<file path="src/rtl/pb_pkg.sv">
// Shared types and constants for the DRAM arbiter slice.
// DRAM_ARB_ROUND_ROBIN_EN (in rr_arbiter/dram_arbiter) selects round-robin vs fixed priority.
package pb_pkg;

   typedef enum logic [1:0] {
      IDLE = 2'd0,
      BUSY = 2'd1,
      RESP = 2'd2
   } arb_state_t;

   localparam logic DRAM_RD = 1'b1;
   localparam logic DRAM_WR = 1'b0;

   localparam int REQ_FETCH = 0;
   localparam int REQ_WB    = 1;

endpackage

</file>
<file path="src/rtl/rr_arbiter.sv">
// Combinational two-way grant select.
// DRAM_ARB_ROUND_ROBIN_EN defined: ties go to the requester not granted last; else fetch wins ties.
module rr_arbiter
   import pb_pkg::*;
(
   input  logic [1:0] req,
   input  logic       last_gnt,
   output logic       gnt_id
);

`ifdef DRAM_ARB_ROUND_ROBIN_EN
   always_comb begin
      gnt_id = 1'(REQ_FETCH);
      if (&req)
         gnt_id = ~last_gnt;
      else if (req[REQ_WB])
         gnt_id = 1'(REQ_WB);
   end
`else
   logic unused_last_gnt;
   assign unused_last_gnt = last_gnt;

   always_comb begin
      gnt_id = 1'(REQ_FETCH);
      if (req[REQ_WB] && !req[REQ_FETCH])
         gnt_id = 1'(REQ_WB);
   end
`endif

endmodule

</file>
<file path="src/rtl/dram_arbiter.sv">
// Two-requester DRAM port arbiter with one transaction in flight and a timeout guard.
// DRAM_ARB_ROUND_ROBIN_EN builds the last_gnt register for round-robin tie breaking.
module dram_arbiter
   import pb_pkg::*;
#(
   parameter int NUM_REQ        = 2,
   parameter int TIMEOUT_CYCLES = 64
) (
   input  logic                     clk,
   input  logic                     reset,
   input  logic [NUM_REQ-1:0]       req,
   input  logic [NUM_REQ-1:0]       req_rdwr,
   input  logic [NUM_REQ-1:0][63:0] req_addr,
   input  logic [NUM_REQ-1:0][63:0] req_wdata,
   output logic [NUM_REQ-1:0]       done,
   output logic [63:0]              rdata,
   output logic [NUM_REQ-1:0]       err,
   output logic                     dram_en,
   output logic                     dram_rdwr,
   output logic [63:0]              dram_addr,
   output logic [63:0]              dram_data_in,
   input  logic [63:0]              dram_data_out,
   input  logic                     dram_valid
);

   localparam logic [6:0] TMO_LAST = 7'(TIMEOUT_CYCLES - 1);

   arb_state_t state, state_nxt;
   logic       gnt_id, arb_gnt, last_gnt;
   logic [6:0] tmo_cnt;
   logic       grant, complete, timeout;

   rr_arbiter u_arb (
      .req      (req[1:0]),
      .last_gnt (last_gnt),
      .gnt_id   (arb_gnt)
   );

   always_ff @(posedge clk) begin
      if (!reset) state <= IDLE;
      else        state <= state_nxt;
   end

   always_comb begin
      state_nxt = state;
      grant     = 1'b0;
      complete  = 1'b0;
      timeout   = 1'b0;
      case (state)
         IDLE: if (|req) begin
            grant     = 1'b1;
            state_nxt = BUSY;
         end
         BUSY: if (dram_valid) begin
            complete  = 1'b1;
            state_nxt = RESP;
         end else if (tmo_cnt == TMO_LAST) begin
            timeout   = 1'b1;
            state_nxt = RESP;
         end
         RESP:    state_nxt = IDLE;
         default: state_nxt = IDLE;
      endcase
   end

   always_ff @(posedge clk) begin
      if (!reset) begin
         gnt_id       <= 1'b0;
         dram_en      <= 1'b0;
         dram_rdwr    <= 1'b0;
         dram_addr    <= '0;
         dram_data_in <= '0;
         rdata        <= '0;
         done         <= '0;
         err          <= '0;
         tmo_cnt      <= '0;
      end else begin
         done <= '0;
         err  <= '0;
         if (grant) begin
            gnt_id       <= arb_gnt;
            dram_en      <= 1'b1;
            dram_rdwr    <= req_rdwr[arb_gnt];
            dram_addr    <= req_addr[arb_gnt];
            dram_data_in <= req_wdata[arb_gnt];
            tmo_cnt      <= '0;
         end
         if (state == BUSY && tmo_cnt != 7'h7f)
            tmo_cnt <= tmo_cnt + 7'd1;
         // rdata is loaded on writes too; a timeout forces it to zero
         if (complete || timeout) begin
            dram_en      <= 1'b0;
            done[gnt_id] <= 1'b1;
            err[gnt_id]  <= timeout;
            rdata        <= complete ? dram_data_out : 64'd0;
         end
      end
   end

`ifdef DRAM_ARB_ROUND_ROBIN_EN
   // Reset value favours fetch on the first tie.
   always_ff @(posedge clk) begin
      if (!reset)     last_gnt <= 1'(REQ_WB);
      else if (grant) last_gnt <= arb_gnt;
   end
`else
   assign last_gnt = 1'b0;
`endif

endmodule

</file>
<file path="config.mk">
export PLATFORM = sky130hd
export DESIGN_NAME = dram_arbiter
export DESIGN_NICKNAME = d
export VERILOG_FILES = /design/src/rtl/pb_pkg.sv /design/src/rtl/rr_arbiter.sv /design/src/rtl/dram_arbiter.sv
export SDC_FILE = /design/constraint.sdc
export NUM_CORES = 1
export LEC_CHECK = 0
export ABC_CLOCK_PERIOD_IN_PS = 4000
export CORE_AREA = 8 8 198 200
export CTS_CLUSTER_SIZE = 14
export DETAILED_ROUTE_END_ITERATION = 16
export DIE_AREA = 0 0 206 208
export HOLD_SLACK_MARGIN = 0.02
export PLACE_DENSITY_LB_ADDON = 0.25
export SYNTH_ARGS = -nofsm -noshare
export SYNTH_HDL_FRONTEND = slang
export SYNTH_SLANG_ARGS = --single-unit
</file>
<file path="constraint.sdc">
create_clock -name clk -period 4 [get_ports clk]
set_clock_uncertainty 0.1 [all_clocks]
set_input_delay 0.8 -clock clk [delete_from_list [all_inputs] [get_ports clk]]
set_output_delay 0.8 -clock clk [all_outputs]
set_load 0.005 [all_outputs]
</file>
## Yosys cells after proc, flatten, opt, wreduce, memory -nomap -nowiden

Cells that the tools add are included.

| operators by class | value |
|---|---|
| eq/ne operators | 5 |
| add/sub/neg operators | 1 |
| bitwise logic cells | 2 |
| mux-type cells | 23 |
| $lt $le $gt $ge | 3 |
| reduce and logical (&&, ||, !) cells | 11 |

Operator list:

| kind | number |
|---|---|
| two-way mux 64 bit | 5 |
| two-way mux 7 bit | 2 |
| two-way mux 1 bit | 11 |
| adder 7 x 1 -> 7 bit (second input constant) | 1 |
| == test 7 x 6 -> 1 bit (second input constant) | 1 |
| != test 7 bit (second input constant) | 1 |
| two-way mux 2 bit | 3 |
| < comparator 1 x 2 -> 1 bit (second input constant) | 2 |
| case mux 2 bit (2 select lines) | 1 |
| AND reduction 2 bit | 2 |
| OR reduction 2 bit | 2 |
| logical AND 1 bit | 3 |
| != test 3 bit (second input constant) | 1 |
| AND 2 bit | 1 |
| == test 2 x 1 -> 1 bit (second input constant) | 1 |
| zero test 2 bit | 1 |
| != test 2 bit (second input constant) | 1 |
| nonzero test 2 bit | 1 |
| demux 1 bit (select 1 bit) | 1 |
| >= comparator 1 bit (second input constant) | 1 |
| zero test 1 bit | 1 |
| logical OR 1 bit | 1 |
| inverter 1 bit | 1 |

| word-level totals | value |
|---|---|
| output and inout bits | 198 |
| bits in registers | 208 |

## Longest topological paths before layout

| logic depth | value |
|---|---|
| depth in word-level cells | 6 |
| depth in mapped cells | 8 |

## Hierarchy

Synthesis repeated with hierarchy kept, for this count alone.

| second synthesis, totals | value |
|---|---|
| cells, all modules | 931 |
| area, all modules | 9066.2 µm² |

Modules (own cells, without submodules):

| module | cells an instance | area an instance (µm²) | times used | seq. area each (µm²) |
|---|---|---|---|---|
| dram_arbiter | 930 | 9052.4 | 1 | 4164.0 |
| rr_arbiter | 1 | 13.8 | 1 | 0.0 |

## Least setup slack after synthesis

No wires, ideal clock.

| timing path | value |
|---|---|
| path type | input -> register |
| start point | in req[1] |
| end point | reg dram_addr[0] |
| buffers on the path | 3 |
| library setup time | 146 ps |
| path slack | 2106 ps |
| required time | 3754 ps |
| stages on the path | 6 |
| data arrival time | 1648 ps |
| cells stage by stage | nor2b_1 -> buf_2 -> buf_6 -> buf_6 -> mux2i_1 -> a211oi_2 |

| on the way | value |
|---|---|
| longest elaborated chain between the ends | 4 |

RTL lines:

| item | line | RTL |
|---|---|---|
| from (decl) | dram_arbiter.sv:11 | `input logic [NUM_REQ-1:0] req,` |
| logical AND 1 bit | rr_arbiter.sv:25 | `if (req[REQ_WB] && !req[REQ_FETCH])` |
| two-way mux 1 bit | rr_arbiter.sv:25 |  |
| two-way mux 64 bit (implied by the code) (2 in a row) | dram_arbiter.sv:84 | `dram_addr <= req_addr[arb_gnt];` |
| to (signal assigned) | dram_arbiter.sv:84 |  |
| to (decl) | dram_arbiter.sv:20 | `output logic [63:0] dram_addr,` |

Several ways; a longest one is shown, not always the timed one. The select of a mux whose other input is x is not followed.
A chain may end at the register's enable or synchronous reset.

## Worst setup path after layout

| timing path | value |
|---|---|
| start point | reg dram_data_in[4] |
| end point | out dram_data_in[4] |

RTL lines:

| item | line | RTL |
|---|---|---|
| from (decl) | dram_arbiter.sv:21 | `output logic [63:0] dram_data_in,` |
| from (signal assigned) | dram_arbiter.sv:85 | `dram_data_in <= req_wdata[arb_gnt];` |

No word-level cell between the ends.

==> impl_metrics.xml <==
<?xml version="1.0" encoding="UTF-8"?>
<metrics>
  <group name="synthesis">
    <metric name="syn-mean-instance-area" unit="um^2">9.80</metric>
    <metric name="number_of_synthesized_flops_with_an_enable_pin" unit="">0</metric>
    <metric name="synth_area" unit="mm^2">0.00911</metric>
    <metric name="postSynthNetCount" unit="">1258</metric>
    <metric name="synth.lib_cells_used.distinct" unit="">38</metric>
    <metric name="dominantRegCellSynth" unit="">sky130_fd_sc_hd__dfxtp_1</metric>
    <metric name="synth.yosys.seq_area_share" unit="%">45.7</metric>
    <metric name="netlist_instances" unit="">930</metric>
    <metric name="yosysWarningCount" unit="">0</metric>
    <metric name="asyncSetResetFlopFracSynth" unit="%">0</metric>
    <metric name="synth_seq_cells" unit="">208</metric>
  </group>
  <group name="timing">
    <metric name="layout_worst_path_cycle_share" unit="%">60.2</metric>
    <metric name="maxClockFrequency" unit="GHz">0.415</metric>
    <metric name="timing.final.setup_violations" unit="">0</metric>
    <metric name="timing.final.crit_period" unit="ns">2.41</metric>
    <metric name="timing.final.max_slew_violations" unit="">0</metric>
    <metric name="hold_viol_final" unit="">0</metric>
    <metric name="final.setup.tns" unit="ns">0</metric>
    <metric name="rsz_0062_raised_after_global_routing" unit="">no</metric>
    <metric name="max-slew-margin-rel" unit="%">50.0</metric>
    <metric name="tightest_slew" unit="ns">0.750</metric>
  </group>
  <group name="routing">
    <metric name="detailedRoute.firstPassIterationCount" unit="">4</metric>
    <metric name="detailroute.via_count" unit="">8681</metric>
    <metric name="route.detailed.vias_per_inst" unit="">4.57</metric>
    <metric name="drt_iter0_drc" unit="">315</metric>
    <metric name="finalWirelength" unit="um">38600</metric>
    <metric name="wire_per_inst" unit="um">20.3</metric>
    <metric name="antenna_violating_nets_post_route" unit="">0</metric>
    <metric name="drcViolationCount" unit="">0</metric>
  </group>
  <group name="critical_path">
    <metric name="critical_path_cell_list" unit="">clkdlybuf4s50_1</metric>
    <metric name="crit_path_end_kind" unit="">output pin</metric>
    <metric name="path_delay_family" unit="">buffers and inverters</metric>
    <metric name="worst-endpoint-required" unit="ns">3.10</metric>
    <metric name="cp_max_fo" unit="">2</metric>
    <metric name="timing.critical_path.slowest_stage_cell" unit="">sky130_fd_sc_hd__clkdlybuf4s50_1</metric>
    <metric name="start_to_end_type_of_the_worst_setup_path" unit="">reg -&gt; out</metric>
    <metric name="timing.critical_path.slowest_cell_delay" unit="ns">0.64</metric>
    <metric name="path_buf_inv" unit="">1</metric>
    <metric name="worstPathArrival" unit="ns">1.51</metric>
    <metric name="timing.critical_path.from_type" unit="">register</metric>
  </group>
  <group name="power">
    <metric name="static-leakage-power" unit="nW">5.56</metric>
    <metric name="areal_power_density_over_the_cells" unit="mW/mm^2">400</metric>
    <metric name="vdd_drop_max" unit="mV">0.334</metric>
    <metric name="post-layout-total-power" unit="W">0.00623</metric>
  </group>
  <group name="clock_tree">
    <metric name="cts_max_path_buffers" unit="">3</metric>
    <metric name="h-tree-depth" unit="">1</metric>
    <metric name="postCtsHoldBufs" unit="">0</metric>
    <metric name="path_clk_slew" unit="ns">0.06</metric>
    <metric name="clkLatencyLatePin" unit="ns">0.54</metric>
    <metric name="cts_made_buffers" unit="">27</metric>
    <metric name="clockRootBuffer" unit="">sky130_fd_sc_hd__clkbuf_16</metric>
    <metric name="post_cts.repair.setup_buffers" unit="">0</metric>
    <metric name="cts.repair.resized" unit="">0</metric>
    <metric name="clkSinkCount" unit="">208</metric>
    <metric name="tritoncts" unit="">built</metric>
  </group>
  <group name="die">
    <metric name="rows" unit="">70</metric>
    <metric name="design.portCount" unit="">525</metric>
    <metric name="fp.coreArea" unit="mm^2">0.0361</metric>
    <metric name="die_outline_area" unit="mm^2">0.0428</metric>
    <metric name="initial_utilization" unit="%">25.2</metric>
    <metric name="die_x" unit="um">206</metric>
    <metric name="die-height" unit="um">208</metric>
  </group>
  <group name="cells_and_area">
    <metric name="fill_cell_total_of_the_finished_layout" unit="">3539</metric>
    <metric name="postLayoutCoreUtil" unit="%">43.1</metric>
    <metric name="finalNonFillerCells" unit="">1901</metric>
    <metric name="final_nets" unit="">1736</metric>
    <metric name="drive_gt1_share" unit="%">10.8</metric>
    <metric name="flow.area_growth_from_synthesis" unit="%">70.8</metric>
  </group>
  <group name="global_route">
    <metric name="first_global_vias" unit="">8926</metric>
    <metric name="grt_max_degree" unit="">74</metric>
    <metric name="antenna_violations_before_repair" unit="">6</metric>
    <metric name="grt.overflow.total" unit="">0</metric>
    <metric name="globalRouteTotalUtil" unit="%">16.9</metric>
    <metric name="grt_pass1_wl" unit="um">56600</metric>
  </group>
  <group name="run_status">
    <metric name="run_status" unit="">complete, no violations</metric>
  </group>
  <group name="placed_design">
    <metric name="routability_driven_placement_congestion_ratio" unit="">0.775</metric>
    <metric name="hpwl" unit="um">29100</metric>
    <metric name="placedCellCount" unit="">1847</metric>
    <metric name="buffers_added_on_ports" unit="">524</metric>
  </group>
  <group name="min_path">
    <metric name="min-delay-path-class" unit="">reg -&gt; reg</metric>
  </group>
  <group name="run">
    <metric name="max_cap_check_violation_count" unit="">0</metric>
  </group>
</metrics>
routing by layer:
metal	GRT usage, %	share of wire, %
met5	0	0.10
met1	18.3	38
met2	29.3	49
met3	7.50	11
met4	4.50	2.2
area by class of cell:
type / count / area, um^2 / share of cell area (%)
antenna: 4 / 10.0 / 0.0643
clock buffer: 40 / 785 / 5.04
clock inverter: 10 / 114 / 0.732
inverter: 2 / 15.0 / 0.0965
multi-input combinational: 632 / 4430 / 28.5
sequential: 208 / 4160 / 26.8
tap: 468 / 586 / 3.76
timing repair buffer: 537 / 5460 / 35.1
synthesized netlist by cell type (2+ instances only):
master / n / area share [%]
sky130_fd_sc_hd__a211oi_1: 43 / 3.5
sky130_fd_sc_hd__dfxtp_1: 208 / 46
sky130_fd_sc_hd__mux2i_1: 129 / 14
sky130_fd_sc_hd__buf_8: 3 / 0.49
sky130_fd_sc_hd__nand3_1: 3 / 0.16
sky130_fd_sc_hd__nor2_1: 133 / 5.5
sky130_fd_sc_hd__a21o_1: 2 / 0.16
sky130_fd_sc_hd__buf_2: 36 / 2.0
sky130_fd_sc_hd__buf_4: 5 / 0.41
sky130_fd_sc_hd__o21ai_1: 42 / 2.3
sky130_fd_sc_hd__a211oi_2: 87 / 12
sky130_fd_sc_hd__nor3_1: 6 / 0.33
sky130_fd_sc_hd__and3_1: 3 / 0.21
sky130_fd_sc_hd__buf_6: 13 / 1.6
sky130_fd_sc_hd__inv_1: 2 / 0.082
sky130_fd_sc_hd__nand2_1: 67 / 2.8
sky130_fd_sc_hd__a21oi_1: 72 / 4.0
sky130_fd_sc_hd__and2_1: 3 / 0.21
sky130_fd_sc_hd__clkbuf_1: 31 / 1.3
sky130_fd_sc_hd__o21ai_0: 23 / 1.3
sky130_fd_sc_hd__o211a_1: 2 / 0.22
flip-flops by register name, summed over array words and instances (netlist names):
| name | flops |
|---|---|
| dram_rdwr | 1 |
| done | 2 |
| tmo_cnt | 7 |
| gnt_id | 1 |
| dram_en | 1 |
| dram_data_in | 64 |
| err | 2 |
| rdata | 64 |
| state | 2 |
| dram_addr | 64 |
cells by family (layout without fill, tap and decap cells):
kind of cell    Yosys count  in the layout  share of synthesized area (%)
simple gates            224            224                           9.82
flops                   208            208                           45.7
buf+inv                  90            589                           5.85
mux                     130            130                           14.3
compound gates          277            277                           24.2
fa+ha+maj                 1              1                          0.137
other cells               0              4                              0
stage by stage:
stage	instance area [um^2]	hold WS, ns	setup slack, ns
2_1_floorplan	9110	0.340	2.11
3_3_place_gp	14700	0.357	1.15
3_5_place_dp	14700	0.369	1.09
4_1_cts	15600	0.374	1.55
5_1_grt	15600	0.399	1.53
6_report	15600	0.368	1.59
cells in the final DEF, fill, tap and decap left out, types with 2 or more instances in the layout:
cell type,instances
sky130_fd_sc_hd__dfxtp_1,208
sky130_fd_sc_hd__a21o_1,2
sky130_fd_sc_hd__bufinv_16,2
sky130_fd_sc_hd__clkbuf_8,6
sky130_fd_sc_hd__mux2i_1,129
sky130_fd_sc_hd__clkinv_2,4
sky130_fd_sc_hd__clkbuf_1,7
sky130_fd_sc_hd__nand2_1,67
sky130_fd_sc_hd__a21oi_1,72
sky130_fd_sc_hd__nor2_1,133
sky130_fd_sc_hd__a211oi_1,43
sky130_fd_sc_hd__buf_12,9
sky130_fd_sc_hd__a211oi_2,87
sky130_fd_sc_hd__buf_4,4
sky130_fd_sc_hd__o21ai_0,23
sky130_fd_sc_hd__and2_1,2
sky130_fd_sc_hd__o21ai_1,42
sky130_fd_sc_hd__nor3_1,6
sky130_fd_sc_hd__o211a_1,2
sky130_fd_sc_hd__clkinv_4,2
sky130_fd_sc_hd__and3_1,3
sky130_fd_sc_hd__nand3_1,3
sky130_fd_sc_hd__clkbuf_16,27
sky130_fd_sc_hd__diode_2,4
sky130_fd_sc_hd__clkdlybuf4s50_1,524
power breakdown:
group	internal (W)	switching (W)
Combinational	0.000825	0.000608
Sequential	0.00226	0.0000927
Clock	0.00148	0.000956
Total	0.00457	0.00166
path summary, 6_finish.rpt:
path | start | to | slack [ns] | cells after the start
max reg2reg | tmo_cnt[0]$_SDFFE_PN0P_ | rdata[48]$_SDFFE_PN0P_ | 1.76 | 6
min | tmo_cnt[6]$_SDFFE_PN0P_ | tmo_cnt[6]$_SDFFE_PN0P_ | 0.37 | 2
min reg2reg | tmo_cnt[6]$_SDFFE_PN0P_ | tmo_cnt[6]$_SDFFE_PN0P_ | 0.37 | 2
max | dram_data_in[4]$_SDFFE_PN0P_ | dram_data_in[4] | 1.59 | 1
(Power assumes the default switching activity.)
